<file path="config.mk">
export PLATFORM = sky130hd
export DESIGN_NAME = reaction_timer_core_flat
export DESIGN_NICKNAME = d
export VERILOG_FILES = /design/src/rtl/reaction_timer_core_if.sv /design/src/rtl/reaction_timer_core.sv /design/src/flat_wrapper.sv
export SDC_FILE = /design/constraint.sdc
export NUM_CORES = 1
export LEC_CHECK = 0
export CORE_UTILIZATION = 58
export DETAILED_ROUTE_END_ITERATION = 8
export MAX_ROUTING_LAYER = met4
export PLACE_DENSITY = 0.85
export SYNTH_ARGS = -nofsm -noshare
export SYNTH_HDL_FRONTEND = slang
export SYNTH_SLANG_ARGS = --single-unit
</file>
<file path="constraint.sdc">
create_clock -name clk -period 2.62 [get_ports clk]
set_input_delay 0.524 -clock clk [delete_from_list [all_inputs] [get_ports clk]]
set_output_delay 0.524 -clock clk [all_outputs]
set_load 0.01 [all_outputs]
</file>
<file path="src/rtl/reaction_timer_core_if.sv">
// ---------------------------------------------------------------------------
// reaction_timer_core_if
//
// Bundles the switch inputs and display/status outputs of the reaction timer
// so the core and whatever drives it (board glue or a bench) share one
// connection point.
//
//   start       level from the start switch; a rising edge arms a trial
//   button      level from the reaction button; a rising edge is a press
//   best_clr    synchronous pulse that resets the best record to all 9s
//   result_bcd  current / last reaction time, digit 0 (units) in [3:0]
//   best_bcd    best valid reaction time seen since reset or clear
//   go_led      lit while the player should react
//   busy        a trial is in progress (armed or running)
//   foul        sticky: the last trial was a false start
//   timeout     sticky: the last trial saturated the display
//   new_best    one-cycle pulse when best_bcd takes a new record
//
// Modports:
//   master  drives the switches, observes the results (board glue / bench)
//   slave   the timer core itself
// ---------------------------------------------------------------------------
interface reaction_timer_core_if #(
  parameter int DIGITS = 4
);

  logic                  start;
  logic                  button;
  logic                  best_clr;
  logic [4*DIGITS-1:0]   result_bcd;
  logic [4*DIGITS-1:0]   best_bcd;
  logic                  go_led;
  logic                  busy;
  logic                  foul;
  logic                  timeout;
  logic                  new_best;

  modport master (
    output start,
    output button,
    output best_clr,
    input  result_bcd,
    input  best_bcd,
    input  go_led,
    input  busy,
    input  foul,
    input  timeout,
    input  new_best
  );

  modport slave (
    input  start,
    input  button,
    input  best_clr,
    output result_bcd,
    output best_bcd,
    output go_led,
    output busy,
    output foul,
    output timeout,
    output new_best
  );

endinterface

</file>
<file path="src/rtl/reaction_timer_core.sv">
// ---------------------------------------------------------------------------
// reaction_timer_core
//
// Reaction-timer engine. A start edge arms a trial and loads a delay made of
// a fixed part plus a pseudo-random part (from a free-running LFSR). When the
// delay has elapsed in 1 ms ticks the GO lamp lights and elapsed time is
// counted directly in BCD until the button is pressed. Pressing before GO is
// a false start; letting the count reach all 9s is a timeout. The best valid
// time is kept until reset or best_clr.
//
// Counting in BCD avoids any binary-to-decimal conversion in front of the
// seven-segment multiplexer.
//
// Parameters:
//   TICK_DIV       clk cycles per 1 ms tick (>= 2)
//   DIGITS         BCD digits of result / best
//   BASE_DELAY_MS  fixed part of the pre-GO delay in ms
//   RAND_BITS      width of the random extra delay taken from the LFSR; 0 = none
//   DLY_W          delay counter width (holds BASE_DELAY_MS + 2^RAND_BITS - 1)
//
// Ports:
//   clk      system clock
//   reset_n  synchronous active-low reset; aborts any trial immediately
//   bus      slave side of reaction_timer_core_if (switches in, display out)
// ---------------------------------------------------------------------------
module reaction_timer_core #(
  parameter int TICK_DIV      = 100000,
  parameter int DIGITS        = 4,
  parameter int BASE_DELAY_MS = 3000,
  parameter int RAND_BITS     = 10,
  parameter int DLY_W         = 16
) (
  input  logic                  clk,
  input  logic                  reset_n,
  reaction_timer_core_if.slave  bus
);

  localparam int TICK_W = (TICK_DIV > 2) ? $clog2(TICK_DIV) : 1;
  localparam int RES_W  = 4 * DIGITS;

  localparam logic [TICK_W-1:0] TICK_MAX  = TICK_W'(TICK_DIV - 1);
  localparam logic [RES_W-1:0]  ALL_NINES = {DIGITS{4'h9}};
  localparam logic [DLY_W-1:0]  BASE_DLY  = DLY_W'(BASE_DELAY_MS);
  // Selects the low RAND_BITS bits of the LFSR; evaluates to zero when the
  // random part is disabled.
  localparam logic [DLY_W-1:0]  RAND_MASK = DLY_W'((32'd1 << RAND_BITS) - 32'd1);
  localparam logic [15:0]       LFSR_SEED = 16'hACE1;

  typedef enum logic [2:0] {
    ST_IDLE,
    ST_ARMED,
    ST_RUN,
    ST_DONE,
    ST_FOUL,
    ST_TOUT
  } state_t;

  state_t              state_q,      state_d;
  logic                start_s1_q,   start_s1_d;
  logic                start_s2_q,   start_s2_d;
  logic                start_s3_q,   start_s3_d;
  logic                start_edge_q, start_edge_d;
  logic                button_s1_q,  button_s1_d;
  logic                button_s2_q,  button_s2_d;
  logic                button_s3_q,  button_s3_d;
  logic                button_edge_q, button_edge_d;
  logic [15:0]         lfsr_q,       lfsr_d;
  logic [TICK_W-1:0]   tick_cnt_q,   tick_cnt_d;
  logic [DLY_W-1:0]    dly_q,        dly_d;
  logic [RES_W-1:0]    result_q,     result_d;
  logic [RES_W-1:0]    best_q,       best_d;
  logic                go_led_q,     go_led_d;
  logic                busy_q,       busy_d;
  logic                foul_q,       foul_d;
  logic                timeout_q,    timeout_d;
  logic                new_best_q,   new_best_d;

  logic                tick;
  logic                lfsr_fb;
  logic [DLY_W-1:0]    rand_dly;
  logic [RES_W-1:0]    result_inc;

  // Adds one to a packed BCD number, rippling the carry through digits that
  // roll over from 9 to 0.
  function automatic logic [RES_W-1:0] bcd_inc(input logic [RES_W-1:0] v);
    logic [RES_W-1:0] r;
    logic             carry;
    r     = v;
    carry = 1'b1;
    for (int i = 0; i < DIGITS; i++) begin
      if (carry) begin
        if (v[4*i +: 4] == 4'd9) begin
          r[4*i +: 4] = 4'd0;
        end else begin
          r[4*i +: 4] = v[4*i +: 4] + 4'd1;
          carry       = 1'b0;
        end
      end
    end
    return r;
  endfunction

  assign tick       = (tick_cnt_q == TICK_MAX);
  assign lfsr_fb    = lfsr_q[15] ^ lfsr_q[13] ^ lfsr_q[12] ^ lfsr_q[10];
  assign rand_dly   = DLY_W'(lfsr_q) & RAND_MASK;
  assign result_inc = bcd_inc(result_q);

  always_comb begin
    state_d       = state_q;
    dly_d         = dly_q;
    result_d      = result_q;
    best_d        = best_q;
    foul_d        = foul_q;
    timeout_d     = timeout_q;
    new_best_d    = 1'b0;

    // Two synchroniser stages, a history stage, then a registered edge
    // pulse so the FSM only ever sees a clean one-cycle event.
    start_s1_d    = bus.start;
    start_s2_d    = start_s1_q;
    start_s3_d    = start_s2_q;
    start_edge_d  = start_s2_q & ~start_s3_q;
    button_s1_d   = bus.button;
    button_s2_d   = button_s1_q;
    button_s3_d   = button_s2_q;
    button_edge_d = button_s2_q & ~button_s3_q;

    lfsr_d        = {lfsr_q[14:0], lfsr_fb};

    // Free-running millisecond divider; restarted on entry to ARMED and RUN
    // so each phase gets a full millisecond before its first tick.
    tick_cnt_d    = tick ? '0 : tick_cnt_q + TICK_W'(1);

    unique case (state_q)
      ST_IDLE, ST_DONE, ST_FOUL, ST_TOUT: begin
        if (start_edge_q) begin
          state_d    = ST_ARMED;
          dly_d      = BASE_DLY + rand_dly;
          result_d   = '0;
          foul_d     = 1'b0;
          timeout_d  = 1'b0;
          tick_cnt_d = '0;
        end
      end

      ST_ARMED: begin
        // A press on the very tick that would light GO still counts as a
        // false start. A loaded delay of 0 behaves like 1 so GO comes on the
        // first tick rather than wrapping the counter.
        if (button_edge_q) begin
          state_d = ST_FOUL;
          foul_d  = 1'b1;
        end else if (tick) begin
          if (dly_q <= DLY_W'(1)) begin
            state_d    = ST_RUN;
            tick_cnt_d = '0;
            dly_d      = '0;
          end else begin
            dly_d = dly_q - DLY_W'(1);
          end
        end
      end

      ST_RUN: begin
        // Press freezes the count, including when it coincides with a tick.
        // Valid BCD orders the same as plain binary of the packed nibbles,
        // so a vector compare is a most-significant-digit-first compare.
        if (button_edge_q) begin
          state_d = ST_DONE;
          if (result_q < best_q) begin
            best_d     = result_q;
            new_best_d = 1'b1;
          end
        end else if (tick) begin
          result_d = result_inc;
          if (result_inc == ALL_NINES) begin
            state_d   = ST_TOUT;
            timeout_d = 1'b1;
          end
        end
      end

      default: begin
        state_d = ST_IDLE;
      end
    endcase

    // Clearing the record overrides a simultaneous new record.
    if (bus.best_clr) begin
      best_d     = ALL_NINES;
      new_best_d = 1'b0;
    end

    go_led_d = (state_d == ST_RUN);
    busy_d   = (state_d == ST_ARMED) || (state_d == ST_RUN);
  end

  // Single register bank for the FSM, synchronisers, counters and every
  // output, so no input reaches an output without passing a flop.
  always_ff @(posedge clk) begin
    if (!reset_n) begin
      state_q       <= ST_IDLE;
      start_s1_q    <= 1'b0;
      start_s2_q    <= 1'b0;
      start_s3_q    <= 1'b0;
      start_edge_q  <= 1'b0;
      button_s1_q   <= 1'b0;
      button_s2_q   <= 1'b0;
      button_s3_q   <= 1'b0;
      button_edge_q <= 1'b0;
      lfsr_q        <= LFSR_SEED;
      tick_cnt_q    <= '0;
      dly_q         <= '0;
      result_q      <= '0;
      best_q        <= ALL_NINES;
      go_led_q      <= 1'b0;
      busy_q        <= 1'b0;
      foul_q        <= 1'b0;
      timeout_q     <= 1'b0;
      new_best_q    <= 1'b0;
    end else begin
      state_q       <= state_d;
      start_s1_q    <= start_s1_d;
      start_s2_q    <= start_s2_d;
      start_s3_q    <= start_s3_d;
      start_edge_q  <= start_edge_d;
      button_s1_q   <= button_s1_d;
      button_s2_q   <= button_s2_d;
      button_s3_q   <= button_s3_d;
      button_edge_q <= button_edge_d;
      lfsr_q        <= lfsr_d;
      tick_cnt_q    <= tick_cnt_d;
      dly_q         <= dly_d;
      result_q      <= result_d;
      best_q        <= best_d;
      go_led_q      <= go_led_d;
      busy_q        <= busy_d;
      foul_q        <= foul_d;
      timeout_q     <= timeout_d;
      new_best_q    <= new_best_d;
    end
  end

  assign bus.result_bcd = result_q;
  assign bus.best_bcd   = best_q;
  assign bus.go_led     = go_led_q;
  assign bus.busy       = busy_q;
  assign bus.foul       = foul_q;
  assign bus.timeout    = timeout_q;
  assign bus.new_best   = new_best_q;

endmodule

</file>
<file path="src/flat_wrapper.sv">
// flat-port wrapper written by rule: the top's interface ports become plain ports
module reaction_timer_core_flat 
#(
  parameter int TICK_DIV      = 100000,
  parameter int DIGITS        = 4,
  parameter int BASE_DELAY_MS = 3000,
  parameter int RAND_BITS     = 10,
  parameter int DLY_W         = 16
)
  (clk, reset_n, bus_start, bus_button, bus_best_clr, bus_result_bcd, bus_best_bcd, bus_go_led, bus_busy, bus_foul, bus_timeout, bus_new_best);
  reaction_timer_core_if #(.DIGITS(DIGITS)) bus_i ();
  input  logic clk;
  input  logic reset_n;
  input wire logic [$bits(bus_i.start)-1:0] bus_start;
  input wire logic [$bits(bus_i.button)-1:0] bus_button;
  input wire logic [$bits(bus_i.best_clr)-1:0] bus_best_clr;
  output wire logic [$bits(bus_i.result_bcd)-1:0] bus_result_bcd;
  output wire logic [$bits(bus_i.best_bcd)-1:0] bus_best_bcd;
  output wire logic [$bits(bus_i.go_led)-1:0] bus_go_led;
  output wire logic [$bits(bus_i.busy)-1:0] bus_busy;
  output wire logic [$bits(bus_i.foul)-1:0] bus_foul;
  output wire logic [$bits(bus_i.timeout)-1:0] bus_timeout;
  output wire logic [$bits(bus_i.new_best)-1:0] bus_new_best;
  assign bus_i.start = bus_start;
  assign bus_i.button = bus_button;
  assign bus_i.best_clr = bus_best_clr;
  assign bus_result_bcd = bus_i.result_bcd;
  assign bus_best_bcd = bus_i.best_bcd;
  assign bus_go_led = bus_i.go_led;
  assign bus_busy = bus_i.busy;
  assign bus_foul = bus_i.foul;
  assign bus_timeout = bus_i.timeout;
  assign bus_new_best = bus_i.new_best;
  reaction_timer_core #(.TICK_DIV(TICK_DIV), .DIGITS(DIGITS), .BASE_DELAY_MS(BASE_DELAY_MS), .RAND_BITS(RAND_BITS), .DLY_W(DLY_W)) u_core (.clk(clk), .reset_n(reset_n), .bus(bus_i));
endmodule
</file>
# Word-level counts from Yosys, hierarchy flattened
# Cells that the tools add are included.
[word_totals]
reg_bits = 97
latch_bits = 0
ramBits = 0
rom_bits = 0
input_bits = 5
output_inout_bits = 37
word_cells = 113
n_memories = 0
[classes]
n_addsub = 7
n_mul = 0
div = 0
n_lt_le_gt_ge = 2
n_eq_ne = 20
shifts = 0
mux = 43
n_bitwise = 10
n_reduce_logical = 12
[op_table]
columns = ["operator", "count"]
rows = [
  ["2-to-1 mux 16 bit", 7],
  ["2-to-1 mux 17 bit", 5],
  ["case mux 16 bit (2 select lines)", 2],
  ["case mux 17 bit (2 select lines)", 1],
  ["2-to-1 mux 4 bit", 7],
  ["2-to-1 mux 3 bit", 7],
  ["adder 17 x 1 -> 17 bit (second input constant)", 1],
  ["equality test 17 bit (second input constant)", 1],
  ["adder 4 x 1 -> 4 bit (second input constant)", 4],
  ["equality test 16 bit (second input constant)", 1],
  ["equality test 4 bit (second input constant)", 4],
  ["less-or-equal comparator 16 x 1 -> 1 bit (second input constant)", 1],
  ["< comparator 16 bit", 1],
  ["subtractor 16 x 1 -> 16 bit (second input constant)", 1],
  ["adder 12 x 10 -> 13 bit (first input constant)", 1],
  ["2-to-1 mux 1 bit", 11],
  ["!= test 2 x 1 -> 1 bit (second input constant)", 5],
  ["equality test 3 x 2 -> 1 bit (second input constant)", 3],
  ["case mux 3 bit (3 select lines)", 1],
  ["AND reduction 4 bit", 2],
  ["OR reduction 4 bit", 2],
  ["equality test 3 x 1 -> 1 bit (second input constant)", 2],
  ["equality test 3 bit (second input constant)", 2],
  ["AND reduction 3 bit", 2],
  ["10 further kinds", 20],
]

# Longest topological paths before layout
[depth]
ltp_word = 12
depth_mapped = 9
depth_no_buf = 8

# Worst setup path before layout
# No wires, ideal clock.
[synth_path]
path_kind = "register to register"
startpoint = "register u_core.dly_q[0]"
endpoint = "register u_core.dly_q[13]"
setup_ps = 70
t_arrival_ps = 2114
required_ps = 2550
path_slack_ps = 436
path_stages_with_launch = 9
path_buffers = 1
period_less_slack_ps = 2184
cell_sequence = "dfxtp_1 -> inv_1 -> ha_1 -> clkbuf_1 -> o211ai_1 -> nor2_1 -> or4_4 -> or3_1 -> a21boi_1"
[synth_between]
elab_chain_cells = 5
word_cells_on_any_way = 6
cone_classes = "1 x add/sub; 1 x order compare; 4 x mux"
[synth_lines]
columns = ["item", "line_no", "rtl"]
rows = [
  ["start, declared", "reaction_timer_core.sv:69", "logic [DLY_W-1:0] dly_q, dly_d;"],
  ["start signal, assigned", "reaction_timer_core.sv:233", "dly_q <= dly_d;"],
  ["subtractor 16 x 1 -> 16 bit or less-or-equal comparator 16 x 1 -> 1 bit (tied branches)", "reaction_timer_core.sv:159, reaction_timer_core.sv:154", ""],
  ["2-to-1 mux 16 bit (*)", "reaction_timer_core.sv:154", "if (dly_q <= DLY_W'(1)) begin"],
  ["2-to-1 mux 16 bit (*)", "reaction_timer_core.sv:153", "end else if (tick) begin"],
  ["2-to-1 mux 16 bit (*)", "reaction_timer_core.sv:150", "if (button_edge_q) begin"],
  ["case mux 16 bit (2 select lines) (*)", "reaction_timer_core.sv:134", "unique case (state_q)"],
]
# Every way passes the cells marked *; elsewhere a longest branch is shown, timed or not. The select of a mux whose other input is x is not followed.
# A chain may end at the register's enable or synchronous reset.

# Final worst setup path
# Same ends and word-level chain as after synthesis.

==> key figures <==
Clocking
  • Clock slew at reported path FFs: 110 ps
  • Cts hold-fix bufs: 0
  • Clk_lat worst skew: 370 ps
  • Post-CTS Setup Repair Bufs: 0
  • Clk buf depth: 2
  • H-Tree Depth: 3
  • Clk sinks: 97
  • Root Driver: clkbuf_8
  • Post-CTS sizing: 0
  • TritonCTS Buffers: 9
  • CTS tree: done

Floorplan
  • IO Count: 42
  • Die Area: 9240 um2
  • FP Rows: 33
  • Die H: 96.1 um
  • DIE WIDTH: 96.1 um
  • Initial Util: 61.3%
  • Core area: 8380 um2

Final layout
  • P&R area growth vs syn: 14.5%
  • Diode count: 0
  • Most common cell after layout, fill and taps aside: dfxtp_1
  • Final #Nets: 665
  • Most frequent cells in the layout: dfxtp_1, nand2_1, nor2_1
  • Layout cells sized above 1: 8.82%
  • Final non-filler cell total: 751
  • Fill count: 657

Detailed routing
  • DRC: 0
  • Mean routed wirelength per cell: 15.2 um
  • Starting DRT DRC Count: 297
  • Antenna Nets Post-Route: 0
  • Via/cell ratio: 5.97
  • Routed WL: 11400 um
  • Via count: 4483
  • Pre-antenna DRT Iters: 5

Placed design
  • Final HPWL DP: 8180 um
  • Cell total after placement: 735
  • Placer Congestion: 0.943
  • I/O Buffers: 41

Global route
  • Initial antenna violation count: 0
  • Vias in the first global route: 4152
  • Total GRT Usage: 27.3%
  • GRT overflow: 0
  • Global-route wire length before repair: 19200 um
  • Largest net degree at the start of global routing: 64

Yosys
  • Ys async rst share: 0%
  • Synth area leader: dfxtp_1
  • Unique masters post-synth: 69
  • Syn Area/Cell: 8.55 um2
  • Syn. warnings: 0
  • Synthesized instance count: 601
  • Sequential share of the synthesized area: 37.8%
  • Synth top area cells: dfxtp_1, ha_1, nand2_1
  • Post-Syn Nets: 625
  • Post-synth EDFFs: 0
  • Top_reg_cell synth: dfxtp_1
  • Yosys top cell area share: 37.8%
  • Yosys reg bits: 97
  • Post-Syn Area: 5140 um2

Timing
  • Rel. slew slack: 56.7%
  • Clock skew: 20.9 ps
  • Final max-slew violation count: 0
  • FMAX: 408 MHz
  • Final setup viols: 0
  • Final-report hold violation count: 0
  • Setup TNS: 0 ps
  • Final worst path period share: 93.6%
  • Actual slew at the worst max-slew pin: 648 ps
  • RSZ-0062 raised after global routing: no
  • Tmin final: 2450 ps

Setup path
  • Critical-path maximum fanout: 8
  • Critical path endpoint category: flip-flop
  • Worst Path Required: 2920 ps
  • WP data arrival: 2750 ps
  • Crit Path Class: reg -> reg
  • Setup crit start kind: flip-flop

Worst hold path
  • Hold Crit Class: reg -> reg

Pwr
  • PD cells: 473 nW/um2
  • Leakage Power: 0.00226 uW
  • Max IR drop VDD: 0.000354 V

Run status
  • Status: completed

Job
  • Total of max-cap violations: 0
layer usage:
metal	GRT usage, %	share of wire (%)	wire (um)	up-vias
met4	7.96	1.4	156	0
met5	-	0	0	-
met3	3.95	5.0	577	15
li1	-	-	-	2192
met2	45.7	49	5580	138
met1	34.1	45	5120	2138
flip-flops by register name, indices dropped and copies added (netlist names):
signal / count
u_core.start_s3_q: 1
u_core.start_s1_q: 1
u_core.bus.result_bcd: 16
u_core.bus.busy: 1
u_core.button_s1_q: 1
u_core.bus.new_best: 1
u_core.bus.go_led: 1
u_core.start_s2_q: 1
u_core.button_s2_q: 1
u_core.start_edge_q: 1
u_core.button_s3_q: 1
u_core.bus.timeout: 1
u_core.bus.foul: 1
u_core.state_q: 3
u_core.tick_cnt_q: 17
u_core.bus.best_bcd: 16
u_core.button_edge_q: 1
u_core.dly_q: 16
u_core.lfsr_q: 16
final cells by class:
class	count	area, um2	area share (%)
timing repair buffer	57	543	9.23
multi-input combinational	449	2970	50.5
sequential	97	1940	33.0
clock buffer	9	124	2.11
clock inverter	7	68.8	1.17
inverter	27	101	1.72
tap	105	131	2.23
path summary, 6_finish.rpt:
path | start | endpoint | slack, ps | cells past startpoint
worst max-delay path | u_core.dly_q[0] | u_core.dly_q[13] | 170 | 7
worst min register to register | u_core.start_s3_q | u_core.start_edge_q | 410 | 1
worst max register to register | u_core.dly_q[0] | u_core.dly_q[13] | 170 | 7
worst min-delay path | u_core.start_s3_q | u_core.start_edge_q | 410 | 1
report_power, final:
| group | total, uW | internal [uW] | switching [uW] |
|---|---|---|---|
| clock | 958 | 372 | 586 |
| sequential | 1540 | 1510 | 34.2 |
| combinational | 277 | 112 | 165 |
stage by stage:
stage | hold WS, ps | utilization, % | area (um2) | setup WS [ps] | power [uW]
2_1_floorplan | 367 | - | 5140 | 436 | 1770
3_3_place_gp | 372 | 67.9 | 5690 | 404 | 1840
3_5_place_dp | 379 | 67.9 | 5690 | 275 | 1850
4_1_cts | 411 | 70.2 | 5880 | 212 | 2790
5_1_grt | 431 | 70.2 | 5880 | 39.2 | 2890
6_report | 408 | 70.2 | 5880 | 169 | 2780
critical path, cell delays in order (launching register included):
cell and delay (ps):
dfxtp_1 480, inv_1 90, ha_1 300, o211ai_1 360, nor2_1 160, or4_4 470, or3_1 370, a21boi_1 150
cell usage after synthesis, types with 8 or more instances:
master	n
xnor2_1	10
nand2_1	57
or3_1	8
nand3_1	11
o21ai_0	36
a21boi_0	11
nor2_1	56
nand2b_1	17
and2_1	24
buf_2	8
nor2b_1	14
clkbuf_1	18
inv_1	27
dfxtp_1	97
nand4_1	8
nor3_1	13
ha_1	19
xor2_1	10
mux2i_1	18
a21oi_1	26
cell families (layout without fill, tap and decap cells):
logic type,Yosys count,after routing,synth area share (%)
mux,18,18,3.51
xor+xnor,20,20,3.41
fa+ha+maj,19,19,4.63
flops,97,97,37.8
compound gates,133,133,17.1
simple gates,259,259,29.2
buf+inv,55,100,4.36
No activity file was read; power rests on OpenSTA's default activity.
